`src/rtl/pulse_slot_sched_pkg.sv`:
```
// Shared types and defaults for the pulse slot scheduler and its helpers.
package pulse_slot_sched_pkg;

    localparam int N_CH_DEF  = 8;
    localparam int CH_W_DEF  = 3;
    localparam int CNT_W_DEF = 8;
    localparam int WIN_W_DEF = 16;

    // A zero window would never count; it is stretched to this many cycles.
    localparam int WIN_ZERO_LOAD = 1;

    typedef enum logic [2:0] {
        ST_IDLE,
        ST_CLEAR,
        ST_COUNT,
        ST_CAPTURE,
        ST_HOLD
    } state_e;

endpackage

```
`src/rtl/pulse_slot_sched_if.sv`:
```
// Counter-control and result handshake bundle between the scheduler and its neighbours.
interface pulse_slot_sched_if
    import pulse_slot_sched_pkg::*;
#(
    parameter int CH_W  = CH_W_DEF,
    parameter int CNT_W = CNT_W_DEF
) ();

    logic [CH_W-1:0]  cnt_sel;
    logic             cnt_clear;
    logic             cnt_enable;
    logic [CNT_W-1:0] cnt_value;
    logic             res_valid;
    logic             res_ready;
    logic [CNT_W-1:0] res_data;
    logic [CH_W-1:0]  res_ch;

    modport master (
        output cnt_sel, cnt_clear, cnt_enable, res_valid, res_data, res_ch,
        input  cnt_value, res_ready
    );

    modport slave (
        input  cnt_sel, cnt_clear, cnt_enable, res_valid, res_data, res_ch,
        output cnt_value, res_ready
    );

endinterface

```
`src/rtl/pulse_slot_sched_rr_pick.sv`:
```
// Combinational round-robin finder: first set mask bit strictly after last_i, wrapping.
module pulse_slot_sched_rr_pick #(
    parameter int N_CH = 8,
    parameter int CH_W = 3
) (
    input  logic [N_CH-1:0] mask_i,
    input  logic [CH_W-1:0] last_i,
    output logic [CH_W-1:0] next_o,
    output logic            any_o
);

    logic            found;
    logic [CH_W-1:0] idx;

    always_comb begin
        // NOTE: every output of a combinational block gets a default first so no path leaves it unassigned (that would infer a latch).
        next_o = '0;
        any_o  = |mask_i;
        found  = 1'b0;
        idx    = '0;
        for (int off = 1; off <= N_CH; off++) begin
            idx = CH_W'((int'(last_i) + off) % N_CH);
            if (!found && mask_i[idx]) begin
                next_o = idx;
                found  = 1'b1;
            end
        end
    end

endmodule

```
`src/rtl/pulse_slot_sched.sv`:
```
// Round-robin time-slot scheduler sharing one Gray pulse counter among N_CH input lines.
module pulse_slot_sched
    import pulse_slot_sched_pkg::*;
#(
    parameter int N_CH  = N_CH_DEF,
    parameter int CH_W  = CH_W_DEF,
    parameter int CNT_W = CNT_W_DEF,
    parameter int WIN_W = WIN_W_DEF
) (
    input  logic                  clk,
    input  logic                  reset,
    input  logic                  run,
    input  logic [N_CH-1:0]       ch_mask,
    input  logic [WIN_W-1:0]      window_len,
    output logic                  busy,
    pulse_slot_sched_if.master    bus
);

    state_e            state_q;
    logic [CH_W-1:0]   sel_q;
    logic [CH_W-1:0]   last_q;
    logic [WIN_W-1:0]  win_q;
    logic [CNT_W-1:0]  data_q;
    logic              valid_q;
    logic              clear_q;
    logic              enable_q;
    logic              busy_q;

    logic [CH_W-1:0]   pick_d;
    logic              any_d;
    logic              start_d;
    logic              launch_d;
    logic [WIN_W-1:0]  win_load_d;

    pulse_slot_sched_rr_pick #(
        .N_CH (N_CH),
        .CH_W (CH_W)
    ) u_pick (
        .mask_i (ch_mask),
        .last_i (last_q),
        .next_o (pick_d),
        .any_o  (any_d)
    );

    assign start_d    = run && any_d;
    assign launch_d   = start_d && ((state_q == ST_IDLE) ||
                                    (state_q == ST_HOLD && bus.res_ready));
    assign win_load_d = (window_len == '0) ? WIN_W'(WIN_ZERO_LOAD) : window_len;

    always_ff @(posedge clk) begin
        // NOTE: state uses non-blocking assignments; the launch block below relies on the last NBA to a register winning.
        if (reset) begin
            state_q  <= ST_IDLE;
            sel_q    <= '0;
            last_q   <= CH_W'(N_CH - 1);
            win_q    <= '0;
            data_q   <= '0;
            valid_q  <= 1'b0;
            clear_q  <= 1'b0;
            enable_q <= 1'b0;
            busy_q   <= 1'b0;
        end else begin
            case (state_q)
                ST_IDLE: ;
                ST_CLEAR: begin
                    clear_q  <= 1'b0;
                    enable_q <= 1'b1;
                    state_q  <= ST_COUNT;
                end
                ST_COUNT: begin
                    if (win_q == WIN_W'(1)) begin
                        enable_q <= 1'b0;
                        state_q  <= ST_CAPTURE;
                    end else begin
                        win_q <= win_q - WIN_W'(1);
                    end
                end
                ST_CAPTURE: begin
                    data_q  <= bus.cnt_value;
                    last_q  <= sel_q;
                    valid_q <= 1'b1;
                    state_q <= ST_HOLD;
                end
                ST_HOLD: begin
                    if (bus.res_ready) begin
                        valid_q <= 1'b0;
                        busy_q  <= 1'b0;
                        state_q <= ST_IDLE;
                    end
                end
                default: state_q <= ST_IDLE;
            endcase

            // A new slot starts from IDLE or straight out of an accepted HOLD.
            if (launch_d) begin
                state_q <= ST_CLEAR;
                sel_q   <= pick_d;
                win_q   <= win_load_d;
                clear_q <= 1'b1;
                busy_q  <= 1'b1;
            end
        end
    end

    assign bus.cnt_sel    = sel_q;
    assign bus.res_ch     = sel_q;
    assign bus.cnt_clear  = clear_q;
    assign bus.cnt_enable = enable_q;
    assign bus.res_valid  = valid_q;
    assign bus.res_data   = data_q;
    assign busy           = busy_q;

endmodule

```
`src/flat_wrapper.sv`:
```
// flat-port wrapper written by rule: the top's interface ports become plain ports
module pulse_slot_sched_flat import pulse_slot_sched_pkg::*;
#(
    parameter int N_CH  = N_CH_DEF,
    parameter int CH_W  = CH_W_DEF,
    parameter int CNT_W = CNT_W_DEF,
    parameter int WIN_W = WIN_W_DEF
)
  (clk, reset, run, ch_mask, window_len, busy, bus_cnt_sel, bus_cnt_clear, bus_cnt_enable, bus_res_valid, bus_res_data, bus_res_ch, bus_cnt_value, bus_res_ready);
  pulse_slot_sched_if #(.CH_W(CH_W), .CNT_W(CNT_W)) bus_i ();
  input  logic clk;
  input  logic reset;
  input  logic run;
  input  logic [N_CH-1:0] ch_mask;
  input  logic [WIN_W-1:0] window_len;
  output logic busy;
  output wire logic [$bits(bus_i.cnt_sel)-1:0] bus_cnt_sel;
  output wire logic [$bits(bus_i.cnt_clear)-1:0] bus_cnt_clear;
  output wire logic [$bits(bus_i.cnt_enable)-1:0] bus_cnt_enable;
  output wire logic [$bits(bus_i.res_valid)-1:0] bus_res_valid;
  output wire logic [$bits(bus_i.res_data)-1:0] bus_res_data;
  output wire logic [$bits(bus_i.res_ch)-1:0] bus_res_ch;
  input wire logic [$bits(bus_i.cnt_value)-1:0] bus_cnt_value;
  input wire logic [$bits(bus_i.res_ready)-1:0] bus_res_ready;
  assign bus_cnt_sel = bus_i.cnt_sel;
  assign bus_cnt_clear = bus_i.cnt_clear;
  assign bus_cnt_enable = bus_i.cnt_enable;
  assign bus_res_valid = bus_i.res_valid;
  assign bus_res_data = bus_i.res_data;
  assign bus_res_ch = bus_i.res_ch;
  assign bus_i.cnt_value = bus_cnt_value;
  assign bus_i.res_ready = bus_res_ready;
  pulse_slot_sched #(.N_CH(N_CH), .CH_W(CH_W), .CNT_W(CNT_W), .WIN_W(WIN_W)) u_core (.clk(clk), .reset(reset), .run(run), .ch_mask(ch_mask), .window_len(window_len), .busy(busy), .bus(bus_i));
endmodule
```
`config.mk`:
```
export PLATFORM = sky130hd
export DESIGN_NAME = pulse_slot_sched_flat
export DESIGN_NICKNAME = d
export VERILOG_FILES = /design/src/rtl/pulse_slot_sched_pkg.sv /design/src/rtl/pulse_slot_sched_if.sv /design/src/rtl/pulse_slot_sched_rr_pick.sv /design/src/rtl/pulse_slot_sched.sv /design/src/flat_wrapper.sv
export SDC_FILE = /design/constraint.sdc
export NUM_CORES = 1
export LEC_CHECK = 0
export ABC_AREA = 1
export CORE_MARGIN = 5
export CORE_UTILIZATION = 45
export CTS_CLUSTER_SIZE = 24
export DETAILED_ROUTE_END_ITERATION = 10
export MAX_ROUTING_LAYER = met4
export PLACE_DENSITY = 0.78
export SYNTH_ARGS = -nofsm -noshare
export SYNTH_HDL_FRONTEND = slang
export SYNTH_SLANG_ARGS = --single-unit
```
`constraint.sdc`:
```
create_clock -name clk -period 3 [get_ports clk]
set_input_delay 0.6 -clock clk [delete_from_list [all_inputs] [get_ports clk]]
set_output_delay 0.6 -clock clk [all_outputs]
set_load 0.05 [all_outputs]
```
==> flow_summary_export.csv <==
group,metric,value,unit
sta,finalCritPeriodShare,0.8782,
drt,viasPerCell,5.238,
power_and_ir_drop,p_sw_frac,0.3504,
worst_hold_path,hp-class,"flop to flop",
yosys,ys_top_cells_by_count,"101 x nand2_1, 49 x nor2_1, 41 x nand3_1, 39 x inv_1, 37 x dfxtp_1",
floorplanning,die_w,85.76,um
clock_network,clockBufferDepth,2,
power_and_ir_drop,seq_power_share,0.423,
clock_network,cts_buffers,5,
place,preCtsSetupSlack,64.39,ps
power_and_ir_drop,p_int,845.6,uW
floorplanning,core-area,0.005540,mm2
sta,tns,0,ps
floorplanning,io_pins,54,
global_route,grt_pass1_wl,11440,um
drt,firstDrtPassIters,5,
setup_path,r2r_start,"u_core.last_q[0]$_SDFFE_PP1P_",
yosys,ys_warn_count,0,
yosys,synth_mux_area_frac,0,
power_and_ir_drop,power_density,402.5,mW/mm2
clock_network,post_cts_buffers,0,
yosys,synth_compound_area_frac,0.1274,
yosys,synth_area,0.002582,mm2
drt,drt_wl_total,6658,um
yosys,syn_inst,406,
yosys,postSynth.asyncResetShare,0,
yosys,yosys.area_share.adder,0.01938,
yosys,synth_nets,446,
clock_network,cts_tree,"yes",
setup_path,r2r_slack,720,ps
layout,diodes,0,
yosys,synth_top_area_share,0.2868,
power_and_ir_drop,power_frac_comb,0.321,
global_route,grt_pass1_vias,2568,
setup_path,required,3190,ps
power_and_ir_drop,p_sw,456.1,uW
yosys,synth_area_leader_cell,"dfxtp_1",
drt,drc,0,
yosys,synth_enable_flop_cells,0,
drt,num_vias,2771,
yosys,synth-seq-area-share,0.2868,
sta,max_freq,0.3796,GHz
yosys,synth_cell_types,35,
flow_run,maxCapViolCount,0,
clock_network,cts_resized,0,
yosys,synthFlopType,"dfxtp_1",
setup_path,end_kind,"flop",
global_route,gr-usage-met1,0.2471,
sta,grt_setup_unrepaired,"false",
place,numPlacedInstances,521,
global_route,use_met3,0.04035,
global_route,gr-usage-met2,0.3079,
sta,fin_crit,2635,ps
setup_path,worst-setup-path-type,"input pin to flop",
clock_network,clk_pin_slew_worst_paths,70,ps
sta,hold_violations,0,
clock_network,h-tree-depth,2,
yosys,synth_xor_area_frac,0.02374,
place,hpwlAfterDp,5150,um
sta,slew_headroom,0.5491,
global_route,grt_max_degree,24,
sta,slew_violations,0,
yosys,syn_avg_cell_area,6.361,um2
layout,nNetsFinal,496,
floorplanning,rows,27,
yosys,ys_top_cells_by_area,"dfxtp_1 29%, nand2_1 15%, nand3_1 7.9%",
clock_network,cts_hold_buf,0,
drt,wire_per_inst,12.59,um
global_route,busiest_layer,"met2",
yosys,synth_top_family_by_area,"simple AND/OR/NAND/NOR gates",
power_and_ir_drop,power.share.clock,0.256,
layout,final_cells,529,
sta,finalWorstSetupSlack,365.4,ps
setup_path,rr_endpoint,"u_core.bus.cnt_sel[2]$_SDFFE_PP0N_",
setup_path,rr_worst_depth,14,
clock_network,cts-root-buf,"clkbuf_8",
sta,clock_skew,4.221,ps
sta,setup_viol,0,
sta,holdWs,480.0,ps
floorplanning,initial_core_util,0.4661,
yosys,yosysMostFrequentCell,"nand2_1",
power_and_ir_drop,p_leak,0.001489,uW
layout,final_layout_size_suffix_gt1_frac,0.09628,
power_and_ir_drop,ir_worst_vdd,332.1,uV
setup_path,critPathLaunch,"ch_mask[7]",
floorplanning,die-area,0.007354,mm2
setup_path,worstSetupStartpointType,"input pin",
setup_path,arrival,2830,ps
place,portBuffers,53,
floorplanning,die_h,85.76,um
layout,final_util,0.5838,
clock_network,clk_latency,290,ps
place,globalplace.congestion,0.8994,
yosys,synthSimpleGateAreaFrac,0.4414,
drt,drtIter0Drc,203,
drt,ant_nets,0,
global_route,antenna_found_initial,0,
yosys,synth_seq_cells,37,
status,status,"finished, final reports clean",
sta,worstMarginPinSlew,675.7,ps
global_route,grt_overflow_total,0,
global_route,grt_use_total,0.1939,
layout,syn_to_final_growth,25.24,%
clock_network,cts.sinks,37,
setup_path,cp_max_fo,18,
setup_path,crit_end,"u_core.win_q[5]$_SDFFE_PP0P_",
-- power by group through the flow --
stage | Combinational [uW] | Clock [uW] | Sequential [uW]
after global routing | 469 | 364 | 555
after floorplan | 263 | 0 | 582
after global placement | 408 | 0 | 560
after CTS | 415 | 343 | 550
after detailed placement | 413 | 0 | 561
final | 417 | 333 | 551
-- through the flow --
step	area (um2)	power, uW
3_3_place_gp	3152	968.3
4_1_cts	3234	1308
3_5_place_dp	3152	974.0
6_report	3234	1302
5_1_grt	3234	1388
2_1_floorplan	2582	845.7
-- placed cells by master (no fill, tap or decap) --
cell type / Yosys / final
a21oi_1: 8 / 8
a31oi_1: 9 / 9
buf_4: 3 / 5
clkbuf_1: 4 / 1
clkbuf_8: 0 / 5
clkdlybuf4s50_1: 0 / 53
clkinv_1: 2 / 2
clkinv_2: 0 / 2
dfxtp_1: 37 / 37
ha_1: 4 / 4
inv_1: 39 / 39
inv_2: 5 / 5
nand2_1: 101 / 101
nand2_2: 9 / 9
nand2_4: 2 / 2
nand3_1: 41 / 41
nand3_2: 9 / 9
nand3b_1: 1 / 1
nand4_1: 8 / 8
nand4_4: 1 / 1
nor2_1: 49 / 49
nor2_2: 1 / 1
nor2_4: 1 / 1
nor2_8: 1 / 1
nor3_1: 6 / 6
nor4_1: 6 / 6
o211ai_1: 5 / 5
o21a_1: 3 / 3
o21ai_0: 23 / 23
o21ai_1: 6 / 6
o22ai_1: 2 / 2
o31ai_1: 2 / 2
or2_2: 3 / 3
xnor2_1: 3 / 3
xor2_1: 4 / 4
-- registers in the layout (all words and copies together) (netlist names) --
name                   count
u_core.bus.cnt_enable      1
u_core.bus.cnt_sel         3
u_core.bus.res_valid       1
u_core.bus.res_data        8
u_core.win_q              16
u_core.busy                1
u_core.bus.cnt_clear       1
u_core.last_q              3
u_core.state_q             3
-- per-layer routing --
| layer | part of all wire | up-vias |
|---|---|---|
| met1 | 0.47 | 1245 |
| met4 | 0.015 | 0 |
| met5 | 0 | - |
| met2 | 0.46 | 77 |
| met3 | 0.049 | 10 |
| li1 | - | 1439 |
-- worst min-delay path by stage --
stage                                             start                             to  slack (ps)  depth (start not counted)
final                     u_core.win_q[11]$_SDFFE_PP0P_  u_core.win_q[11]$_SDFFE_PP0P_         480                          2
after CTS                 u_core.win_q[11]$_SDFFE_PP0P_  u_core.win_q[11]$_SDFFE_PP0P_         480                          2
after global routing      u_core.win_q[11]$_SDFFE_PP0P_  u_core.win_q[11]$_SDFFE_PP0P_         490                          2
after detailed placement  u_core.win_q[11]$_SDFFE_PP0P_  u_core.win_q[11]$_SDFFE_PP0P_         460                          2
after floorplan           u_core.win_q[11]$_SDFFE_PP0P_  u_core.win_q[11]$_SDFFE_PP0P_         450                          2
after global placement    u_core.win_q[13]$_SDFFE_PP0P_  u_core.win_q[13]$_SDFFE_PP0P_         460                          2
-- kinds of logic after synthesis --
kind of cell             after synthesis
XOR/XNOR                               7
buffers and inverters                 61
adder cells (fa/ha/maj)                4
AO/OA/AOI/OAI                         58
flip-flops                            37
AND/OR/NAND/NOR                      239
-- cell type report --
type                       count  area [um2]
tap                           72       90.09
sequential                    37       740.7
timing repair buffer          58       568.0
clock inverter                 2       10.01
multi-input combinational    308        1580
fill                         530        2306
clock buffer                   6       72.57
inverter                      46       172.7
-- worst max-delay path, stage by stage --
cell,delay [ps]
clkdlybuf4s50_1,550
nor4_1,70
nand2_1,70
nand2_1,60
nor2_2,520
inv_1,120
nand2_1,440
inv_1,140
nand2_1,90
nand3_1,60
nand2_1,60
inv_1,30
No activity file was read; power rests on OpenSTA's default activity.
